File: src/rtl/uart_frame_decoder.sv
// uart_frame_decoder
// Consumes the UART receiver's byte stream and parses framed write commands:
//   SYNC, ADDR, LEN, PAYLOAD[LEN], CHK
// The payload is buffered while the 8-bit additive checksum (ADDR + LEN +
// payload, wrapping mod 256) is accumulated. A frame whose checksum matches
// is replayed as consecutive register writes starting at ADDR over a
// valid/ready bus. Oversized, corrupt or stalled frames are dropped and
// reported with a one-cycle flag pulse.
module uart_frame_decoder #(
  parameter logic [7:0] SYNC_BYTE = 8'hA5,
  parameter int         MAX_LEN   = 16,
  parameter int         TIMEOUT   = 50000
) (
  input  logic       clk,
  input  logic       rst_n,
  input  logic [7:0] rx_data,
  input  logic       rx_valid,
  output logic [7:0] wr_addr,
  output logic [7:0] wr_data,
  output logic       wr_valid,
  input  logic       wr_ready,
  output logic       busy,
  output logic       frame_ok,
  output logic       err_chk,
  output logic       err_len,
  output logic       err_timeout,
  output logic       overrun
);

  // Timer must be able to hold TIMEOUT; buffer index wide enough for MAX_LEN.
  localparam int TW = $clog2(TIMEOUT + 1);
  localparam int IW = (MAX_LEN > 1) ? $clog2(MAX_LEN) : 1;

  typedef enum logic [2:0] {
    S_IDLE,
    S_ADDR,
    S_LEN,
    S_PAYLOAD,
    S_CHK,
    S_DRAIN
  } state_t;

  state_t r_state;
  state_t w_nextState;

  logic [7:0]    r_base;
  logic [7:0]    r_len;
  logic [7:0]    r_idx;
  logic [7:0]    r_sum;
  logic [TW-1:0] r_timer;
  logic [7:0]    r_buf [MAX_LEN];

  logic r_busy;
  logic r_frameOk;
  logic r_errChk;
  logic r_errLen;
  logic r_errTimeout;
  logic r_overrun;

  logic          w_timerRun;
  logic          w_expire;
  logic          w_lastIdx;
  logic [IW-1:0] w_bufIdx;

  logic w_setOk;
  logic w_setErrChk;
  logic w_setErrLen;
  logic w_setErrTimeout;
  logic w_setOverrun;
  logic w_bufWe;
  logic w_clrIdx;
  logic w_incIdx;

  // The inter-byte timer only runs while a frame is being received; DRAIN is
  // excluded so that a stalled sink can hold the bus indefinitely.
  assign w_timerRun = (r_state == S_ADDR) || (r_state == S_LEN) ||
                      (r_state == S_PAYLOAD) || (r_state == S_CHK);

  // A byte arriving in the expiry cycle takes priority over the timeout.
  assign w_expire  = w_timerRun && !rx_valid && (r_timer == TW'(TIMEOUT - 1));
  assign w_lastIdx = (r_idx == (r_len - 8'd1));
  assign w_bufIdx  = r_idx[IW-1:0];

  // Next-state decode plus the one-shot control strobes for the datapath.
  always_comb begin
    w_nextState     = r_state;
    w_setOk         = 1'b0;
    w_setErrChk     = 1'b0;
    w_setErrLen     = 1'b0;
    w_setErrTimeout = 1'b0;
    w_setOverrun    = 1'b0;
    w_bufWe         = 1'b0;
    w_clrIdx        = 1'b0;
    w_incIdx        = 1'b0;

    unique case (r_state)
      S_IDLE: begin
        if (rx_valid && (rx_data == SYNC_BYTE)) begin
          w_nextState = S_ADDR;
        end
      end
      S_ADDR: begin
        if (rx_valid) begin
          w_nextState = S_LEN;
        end
      end
      S_LEN: begin
        if (rx_valid) begin
          if (rx_data > 8'(MAX_LEN)) begin
            w_nextState = S_IDLE;
            w_setErrLen = 1'b1;
          end else if (rx_data == 8'd0) begin
            w_nextState = S_CHK;
          end else begin
            w_nextState = S_PAYLOAD;
            w_clrIdx    = 1'b1;
          end
        end
      end
      S_PAYLOAD: begin
        if (rx_valid) begin
          w_bufWe  = 1'b1;
          w_incIdx = 1'b1;
          if (w_lastIdx) begin
            w_nextState = S_CHK;
          end
        end
      end
      S_CHK: begin
        if (rx_valid) begin
          if (rx_data != r_sum) begin
            w_nextState = S_IDLE;
            w_setErrChk = 1'b1;
          end else if (r_len == 8'd0) begin
            w_nextState = S_IDLE;
            w_setOk     = 1'b1;
          end else begin
            w_nextState = S_DRAIN;
            w_clrIdx    = 1'b1;
          end
        end
      end
      S_DRAIN: begin
        // Bytes arriving while writes are replayed cannot be buffered; this
        // includes SYNC_BYTE, so there is no resynchronisation here.
        if (rx_valid) begin
          w_setOverrun = 1'b1;
        end
        if (wr_ready) begin
          w_incIdx = 1'b1;
          if (w_lastIdx) begin
            w_nextState = S_IDLE;
            w_setOk     = 1'b1;
          end
        end
      end
      default: begin
        w_nextState = S_IDLE;
      end
    endcase

    if (w_expire) begin
      w_nextState     = S_IDLE;
      w_setErrTimeout = 1'b1;
    end
  end

  // State register; reset aborts any frame or drain in progress at once.
  always_ff @(posedge clk or negedge rst_n) begin
    if (!rst_n) begin
      r_state <= S_IDLE;
    end else begin
      r_state <= w_nextState;
    end
  end

  // Frame datapath: base address, length, running checksum, index and timer.
  always_ff @(posedge clk or negedge rst_n) begin
    if (!rst_n) begin
      r_base  <= 8'd0;
      r_len   <= 8'd0;
      r_idx   <= 8'd0;
      r_sum   <= 8'd0;
      r_timer <= '0;
    end else begin
      if ((r_state == S_ADDR) && rx_valid) begin
        r_base <= rx_data;
        r_sum  <= rx_data;
      end
      if ((r_state == S_LEN) && rx_valid) begin
        r_len <= rx_data;
        r_sum <= r_sum + rx_data;
      end
      if ((r_state == S_PAYLOAD) && rx_valid) begin
        r_sum <= r_sum + rx_data;
      end

      if (w_clrIdx) begin
        r_idx <= 8'd0;
      end else if (w_incIdx) begin
        r_idx <= r_idx + 8'd1;
      end

      if (!w_timerRun || rx_valid) begin
        r_timer <= '0;
      end else begin
        r_timer <= r_timer + TW'(1);
      end
    end
  end

  // Payload buffer; contents are only meaningful once written, so no reset.
  always_ff @(posedge clk) begin
    if (w_bufWe) begin
      r_buf[w_bufIdx] <= rx_data;
    end
  end

  // Registered status: busy tracks the next state, flags pulse for one cycle.
  always_ff @(posedge clk or negedge rst_n) begin
    if (!rst_n) begin
      r_busy       <= 1'b0;
      r_frameOk    <= 1'b0;
      r_errChk     <= 1'b0;
      r_errLen     <= 1'b0;
      r_errTimeout <= 1'b0;
      r_overrun    <= 1'b0;
    end else begin
      r_busy       <= (w_nextState != S_IDLE);
      r_frameOk    <= w_setOk;
      r_errChk     <= w_setErrChk;
      r_errLen     <= w_setErrLen;
      r_errTimeout <= w_setErrTimeout;
      r_overrun    <= w_setOverrun;
    end
  end

  // The write bus is a decode of DRAIN, so it drops as soon as reset hits;
  // address and data are forced to zero whenever no write is offered.
  assign wr_valid    = (r_state == S_DRAIN);
  assign wr_addr     = wr_valid ? (r_base + r_idx) : 8'd0;
  assign wr_data     = wr_valid ? r_buf[w_bufIdx] : 8'd0;
  assign busy        = r_busy;
  assign frame_ok    = r_frameOk;
  assign err_chk     = r_errChk;
  assign err_len     = r_errLen;
  assign err_timeout = r_errTimeout;
  assign overrun     = r_overrun;

endmodule

File: config.mk
export PLATFORM = sky130hd
export DESIGN_NAME = uart_frame_decoder
export DESIGN_NICKNAME = d
export VERILOG_FILES = /design/src/rtl/uart_frame_decoder.sv
export SDC_FILE = /design/constraint.sdc
export NUM_CORES = 1
export LEC_CHECK = 0
export CAP_MARGIN = 20
export CELL_PAD_IN_SITES_DETAIL_PLACEMENT = 0
export CELL_PAD_IN_SITES_GLOBAL_PLACEMENT = 2
export CORE_MARGIN = 1.5
export CORE_UTILIZATION = 40
export CTS_CLUSTER_DIAMETER = 150
export DETAILED_ROUTE_END_ITERATION = 10
export GPL_TIMING_DRIVEN = 0
export MAX_ROUTING_LAYER = met4
export PLACE_DENSITY = 0.86
export SETUP_SLACK_MARGIN = 0.5
export SYNTH_ARGS = -nofsm -noshare
export SYNTH_HDL_FRONTEND = slang
export SYNTH_SLANG_ARGS = --single-unit
File: constraint.sdc
create_clock -name clk -period 2.2 [get_ports clk]
set_input_delay 0.44 -clock clk [delete_from_list [all_inputs] [get_ports clk]]
set_output_delay 0.44 -clock clk [all_outputs]
set_load 0.01 [all_outputs]
Word level (Yosys, flattened, before mapping)
Memory sizes are Yosys's and may differ from the RTL's.
Index checks and enable logic that the tools add are counted.
Widths: inputs -> output; s select.
{ "word_totals": {"n_memories": 1, "ram_bits": 128, "regBits": 57, "in_bits": 12} }
{ "classes": {"add_sub_neg": 5, "n_eq_ne": 9, "n_reduce_logical": 18, "muxes": 49, "n_lt_le_gt_ge": 1} }
{ "mem_list": {"columns": ["name", "words", "word_bits", "read_ports", "rd_clocked_by_memory_dff", "wr", "line", "source"], "rows": [
  ["r_buf", 16, 8, 1, 0, 1, "51", "logic [7:0] r_buf [MAX_LEN];"]
]} }
{ "ops": {"columns": ["cell", "count"], "rows": [
  ["$mux 8", 7],
  ["$mux 3", 13],
  ["$mux 1", 24],
  ["$pmux 3 s6", 1],
  ["$add 16x1->16 const B", 1],
  ["$add 8x8->8", 2],
  ["$eq 16x16->1 const B", 1],
  ["$logic_not 8->1", 2],
  ["$mux 16", 1],
  ["$add 8x1->8 const B", 1],
  ["$eq 8x8->1", 1],
  ["$eq 8x8->1 const B", 1],
  ["$gt 8x5->1 const B", 1],
  ["$ne 8x8->1", 1],
  ["$sub 8x1->8 const B", 1],
  ["$eq 3x2->1 const B", 2],
  ["$eq 3x3->1 const B", 2],
  ["$logic_and 1x1->1", 6],
  ["$pmux 1 s2", 3],
  ["$reduce_bool 3->1", 2],
  ["$logic_or 1x1->1", 4],
  ["$eq 3x1->1 const B", 1],
  ["$logic_not 3->1", 1],
  ["$logic_not 1->1", 2],
  ["$reduce_bool 2->1", 1]
]} }

Logic depth before layout (Yosys ltp)
{ "depth": {"word_depth": 8, "mapped_depth": 9, "ltp_nobuf": 9} }

Least setup slack after synthesis
OpenSTA, ideal clock, no wires.
{ "synth_timing": {"path_kind": "register to output", "startpoint": "register r_idx[1]", "endpoint": "output port wr_data[0]", "slack_ps": -262, "stages_incl_launch_ff": 6, "path_buffers": 2, "required_time_ps": 1760, "t_arrival_ps": 2022, "cell_sequence": "dfrtp_1 -> clkbuf_1 -> clkbuf_1 -> mux4_2 -> mux4_2 -> and2_1"} }
{ "synth_via": {"elab_chain_cells": 2} }
{ "synth_lines": {"columns": ["element", "line", "source"], "rows": [
  ["from (decl)", "48", "logic [7:0] r_idx;"],
  ["from (signal assigned)", "201", "r_idx <= r_idx + 8'd1;"],
  ["$mem_v2 16x8", null, null],
  ["$mux 8", "242", "assign wr_data = wr_valid ? r_buf[w_bufIdx] : 8'd0;"],
  ["to (decl)", "19", "output logic [7:0] wr_data,"]
]} }
No other way between the ends.

Worst setup path in the final report
{ "layout_timing": {"startpoint": "register r_idx[0]", "endpoint": "output port wr_data[2]"} }
Same word-level chain as after synthesis.

==> impl_metrics.json <==
{
  "r2r_end": "r_state[0]$_DFF_PN0_",
  "place_area_um2": 9650,
  "ios": 35,
  "io_buffer_count": 34,
  "grtUsageTotal_pct": 20.7,
  "die_h_um": 150,
  "ys.flop_type": "edfxtp_1",
  "clk_latency_ns": 0.44,
  "vias": 5709,
  "rsz0062_at_grt": "true",
  "postLayoutCellArea_um2": 12000,
  "yosysWarningCount": 0,
  "required_ns": 1.76,
  "synth_edf_count": 128,
  "drive_gt1_share_pct": 46.1,
  "clock_path_buffers": 2,
  "critical_path_arrival_ns": 2.51,
  "core.rowCount": 53,
  "rr_worst_depth": 9,
  "fmax_mhz": 339,
  "drc_errors": 0,
  "dieWidth_um": 150,
  "wl_per_cell_um": 21.3,
  "die-area_um2": 22400,
  "nets": 782,
  "grt_pass1_vias": 5751,
  "ys_ff_latch": 185,
  "via_per_inst": 5.52,
  "grt_max_degree": 33,
  "final_cells": 1035,
  "r2r_start": "r_idx[0]$_DFFE_PN0P_",
  "diodes": 0,
  "slew_headroom_pct": 57.5,
  "htree_levels": 4,
  "p_per_area_nw_per_um2": 1130,
  "syn-cell-area_um2": 8600,
  "holdWs_ns": 0.00772,
  "place.gp.congestion": 0.819,
  "tns_ns": -8.55,
  "critPathMaxFanout": 8,
  "path_clk_slew_ns": 0.08,
  "seq_area_um2": 5280,
  "power_leakage_nw": 4.41,
  "rrSetupSlack_ns": 0.09,
  "final_util_pct": 56.9,
  "worst_setup_path_start_kind": "register",
  "fin_skew_ns": 0.0115,
  "tightest_slew_ns": 0.638,
  "dp_hpwl_um": 13200,
  "yosys.cell_types.count": 61,
  "yosysSeqAreaShare_pct": 61.3,
  "totalWireLength_um": 22100,
  "cts_tree": "built",
  "cap_violations": 0,
  "violations": "negative setup slack",
  "multi_input_area_um2": 4060,
  "worst_setup_path_end_kind": "output pin",
  "synth_async_sr_flop_share_pct": 30.8,
  "placed_cells": 923,
  "cts_made_buffers": 17,
  "antenna_found_initial": 0,
  "grt_first_pass_wirelength_um": 33300,
  "postSynthCellCount": 613,
  "fin_crit_ns": 2.95,
  "outcome": "complete, but fails checks",
  "syn_area_per_cell_um2": 14.0,
  "slew_viol_final": 0,
  "syn_to_final_growth_pct": 39.5,
  "ant_nets": 0,
  "critPathKind": "reg -> out",
  "drt-initial-drc-count": 450,
  "firstDrtPassIters": 5,
  "dp_slack_ns": -1.37,
  "final_hold_viol_count": 0,
  "fillerInstances": 1588,
  "worst_slack_ns": -0.749,
  "fin_crit_sh_pct": 134,
  "grt_overflow": 0,
  "fin_total_pwr_mw": 13.5,
  "cts-root-buf": "clkbuf_16",
  "clock-sinks": 185,
  "synth_fp_nets": 648,
  "ir_drop_uv": 597,
  "hold_buffers": 0,
  "hold_class": "in -> async",
  "setup_viol": 16,
  "start_util_pct": 40.8,
  "core_um2": 21100
}
-- repair_timing --
| item | 4_1_cts | 5_1_grt |
|---|---|---|
| pin swaps | 68 | 49 |
| gates cloned | 2 | 1 |
| endpoints found under the setup margin | 202 | 195 |
| resized for setup | 240 | 99 |
| buffers inserted | 46 | 31 |
-- sequential cells by signal, summed over array words and instances, names as in the netlist --
signal / count
err_len: 1
err_chk: 1
frame_ok: 1
r_idx: 8
r_len: 8
busy: 1
overrun: 1
r_buf: 128
r_sum: 8
err_timeout: 1
r_state: 3
r_timer: 16
r_base: 8
-- synth_stat cells (2+ instances only) --
cell type / number / share of area (%)
nand4_1: 8 / 0.58
a31oi_1: 6 / 0.44
dfrtp_1: 57 / 17
clkbuf_1: 19 / 0.83
o21bai_1: 3 / 0.26
nand2_1: 52 / 2.3
a21oi_1: 17 / 0.99
inv_1: 18 / 0.79
nand3_1: 8 / 0.47
a21boi_0: 2 / 0.17
or4_4: 2 / 0.26
xnor2_1: 19 / 1.9
a41oi_1: 2 / 0.20
o21ai_1: 2 / 0.12
nor4_1: 2 / 0.15
or3_1: 10 / 0.73
edfxtp_1: 128 / 45
o21ai_0: 18 / 1.0
nor3_1: 18 / 1.0
clkbuf_8: 2 / 0.32
a22oi_1: 3 / 0.26
and3_1: 6 / 0.44
and2_1: 12 / 0.87
nand3b_1: 3 / 0.26
mux2i_1: 3 / 0.35
nand2b_1: 8 / 0.58
mux2_2: 6 / 0.79
buf_4: 3 / 0.26
buf_2: 2 / 0.12
xor2_1: 18 / 1.8
nor4b_1: 3 / 0.31
fa_1: 2 / 0.47
nor2_2: 8 / 0.58
a211oi_1: 2 / 0.17
nor2_1: 52 / 2.3
a21o_1: 3 / 0.26
ha_1: 21 / 3.1
mux4_2: 40 / 10
nor2b_1: 3 / 0.22
-- placed cells by master, fill, tap and decap left out, drive strengths merged, types with 3 or more instances in the layout --
master and n:
dlymetal6s2s 6, and3 6, nor4b 4, a21oi 18, clkinv 6, mux4 40, edfxtp 128, clkbuf 27
and2 12, nand2 53, xnor2 19, nor2b 3, mux2 6, nand3b 3, nand3 8, nor2 60
o21bai 3, a22oi 3, nand2b 8, or3 10, nor3 18, buf 122, mux2i 3, nor4 3
inv 26, a21o 4, ha 21, nand4 8, o21ai 21, dfrtp 57, a31oi 6, xor2 18
-- per-layer routing --
metal / global-route usage [%] / share of wire, % / up-vias
met5: - / 0 / -
met4: 5.78 / 1.7 / 0
met2: 33.4 / 52 / 184
met1: 26.8 / 42 / 2928
met3: 3.84 / 4.3 / 26
li1: - / - / 2571
-- power breakdown --
part	internal [mW]	switching, mW	leakage, nW	total [mW]
clock	1.77	1.54	0.314	3.31
combinational	3.08	2.75	2.22	5.83
sequential	4.05	0.334	1.89	4.38
total	8.89	4.62	4.41	13.5
-- how the worst max path moves through the flow --
stage | slack, ns | startpoint | end | cells after the start
6_report | -0.75 | r_idx[0]$_DFFE_PN0P_ | wr_data[2] | 7
5_1_grt | -0.81 | r_idx[0]$_DFFE_PN0P_ | wr_data[2] | 7
4_1_cts | -0.77 | r_idx[0]$_DFFE_PN0P_ | wr_data[4] | 7
3_5_place_dp | -1.37 | rx_data[5] | r_idx[6]$_DFFE_PN0P_ | 7
3_3_place_gp | -1.28 | rx_data[5] | r_idx[5]$_DFFE_PN0P_ | 7
2_1_floorplan | -0.08 | r_idx[0]$_DFFE_PN0P_ | wr_data[1] | 5
-- layout make-up --
type / count / share of cell area, %
Sequential cell: 185 / 44.0
Multi-Input combinational cell: 383 / 33.9
Timing Repair Buffer: 115 / 10.2
Clock buffer: 17 / 3.54
Buffer: 26 / 2.94
Tap cell: 275 / 2.87
Clock inverter: 15 / 1.80
Inverter: 19 / 0.824
-- cells by family (layout without fill, tap and decap cells) --
group / after synthesis / in the layout / synth area share (%)
xor+xnor: 37 / 37 / 3.77
compound gates: 71 / 71 / 5.42
fa+ha+maj: 23 / 23 / 3.52
flops: 185 / 185 / 61.3
simple gates: 203 / 203 / 12.1
mux: 49 / 49 / 11.6
buf+inv: 45 / 192 / 2.36
-- critical path, cell delays in order (launching register included) --
cell     delay (ns)
dfrtp_2        0.43
buf_12         0.16
buf_12         0.11
buf_16         0.11
mux4_2         0.52
mux4_2         0.47
and2_4         0.15
buf_6          0.11
(Power assumes the default switching activity.)
==> patch (same settings) <==
The parameter `TIMEOUT` goes from 50000 to 100000.
--- a/src/rtl/uart_frame_decoder.sv
+++ b/src/rtl/uart_frame_decoder.sv
@@ -9,7 +9,7 @@
 module uart_frame_decoder #(
   parameter logic [7:0] SYNC_BYTE = 8'hA5,
   parameter int         MAX_LEN   = 16,
-  parameter int         TIMEOUT   = 50000
+  parameter int         TIMEOUT   = 100000
 ) (
   input  logic       clk,
   input  logic       rst_n,
Formal check against the unedited RTL: same outputs for any inputs over 4 cycles, from zero or initial values and one cycle with rst_n low; that may be too few to reach the edited logic, so the function may still have changed.
==> patch against the original RTL <==
- the flow still finishes with violations (negative setup slack)
- area after synthesis down 1.3%
- design area shrank 1.5%
- final cell count down 0.58%
- setup slack worse by 0.034 ns
- register-to-register slack lost 0.16 ns
- power down 22%
- sequential cell count grew 1
- clock power down 9.4%
- routed wire length down 0.30%
- critical endpoint is now wr_data[6]
- largest cell class unchanged
- highest routed layer unchanged
==> patch: results (changes against the original RTL) <==
| Metric | Value |
|---|---|
| Status | complete, but fails checks |
| Failing checks | negative setup slack |
| Setup tns final | -9.43 ns (-0.881 ns) |
| Largest cells by area after synthesis | edfxtp_1 45%, dfrtp_1 17%, mux4_2 11%, ha_1 3.1%, nor2_1 3.0% |
| Met3 routed WL | 1030 µm (+7.6%) |
| Top Registers | r_buf (128), r_timer (17) |
| Final nets | 776 (-0.77%) |
| Max VDD drop | 713 µV (+19%) |
| Final cell count without fillers | 1029 (-0.58%) |
| Inverters | 17 (-2) |
| Hold WS | 0.0556 ns (+0.0479 ns) |
| Fillcell total | 1574 (-0.88%) |
| Non-CTS buffers | 144 (+2.1%) |
| First-pass GRT wire length | 32900 µm (-1.3%) |
| GR Layer Usage met3 | 3.99% (+0.15 points) |
| Layout cell share with drive strength beyond 1 | 43.6% (-2.4 points) |
| Post-detail-place hpwl | 12800 µm (-3.0%) |
| Fin Clk Skew | 0.0144 ns (+0.00289 ns) |
| Switching share of power | 30.2% (-4.0 points) |
| Largest net degree at the start of global routing | 31 (-6.1%) |
| Vias per cell | 5.46 (-1.1%) |
| GRT Overall Usage | 20.9% (+0.27 points) |
| Synthesized Nets | 636 (-1.9%) |
| Worst setup margin | -0.783 ns (-0.0344 ns) |
| Reg2reg end | busy$_DFF_PN0_ |
| Met2 WL | 11600 µm (+0.77%) |
| Endpoints failing setup | 19 (+3) |
| Tmin final | 2.98 ns (+0.0344 ns) |
| FF/Latch Area | 5300 µm² (+0.47%) |
| Fraction of area in multi-input gates | 32.5% (-1.3 points) |
| Mapped Cells | 601 (-2.0%) |
| CP Capture Point | wr_data[6] |
| Setup bufs post-CTS | 63 (+37%) |
| M1 GR Usage | 24.9% (-1.9 points) |
| Drt first-iter violations | 402 (-11%) |
| Placed instance area | 9500 µm² (-1.5%) |
| Gpl congestion | 0.811 (-0.93%) |
| #FFs+latches synth | 186 (+0.54%) |
| Number of global-route vias before repair | 5700 (-0.89%) |
| Seq pwr share | 39.5% (+7.1 points) |
| Int Pwr | 7.37 mW (-17%) |
| Met1 WL | 8770 µm (-5.4%) |
| Critical path peak fanout | 5 (-3) |
==> patch: cell types whose count changed in the layout (fill, tap and decap cells not counted), sizes merged, moves of 6 or more <==
cell / unedited run / this run
nor3: 18 / 11
or3: 10 / 2
xnor2: 19 / 25
a21o: 4 / 13
o21ai: 21 / 13
nor2: 60 / 67
a21oi: 18 / 10
==> patch: kinds of logic after synthesis <==
kind of cell	count (synthesis)	synth area share [%]
adder cells (fa/ha/maj)	23	3.57
multiplexers	48	11.6
AO/OA/AOI/OAI	60	4.79
XOR/XNOR	44	4.54
flip-flops	186	62.4
buffers and inverters	40	1.89
AND/OR/NAND/NOR	200	11.2
==> patch: worst max-delay path: cells and delay by family, from the launching register on <==
family	cells	cell delay [ns]
mux	2	0.99
buf+inv	4	0.50
flops	1	0.45
simple gates	1	0.15
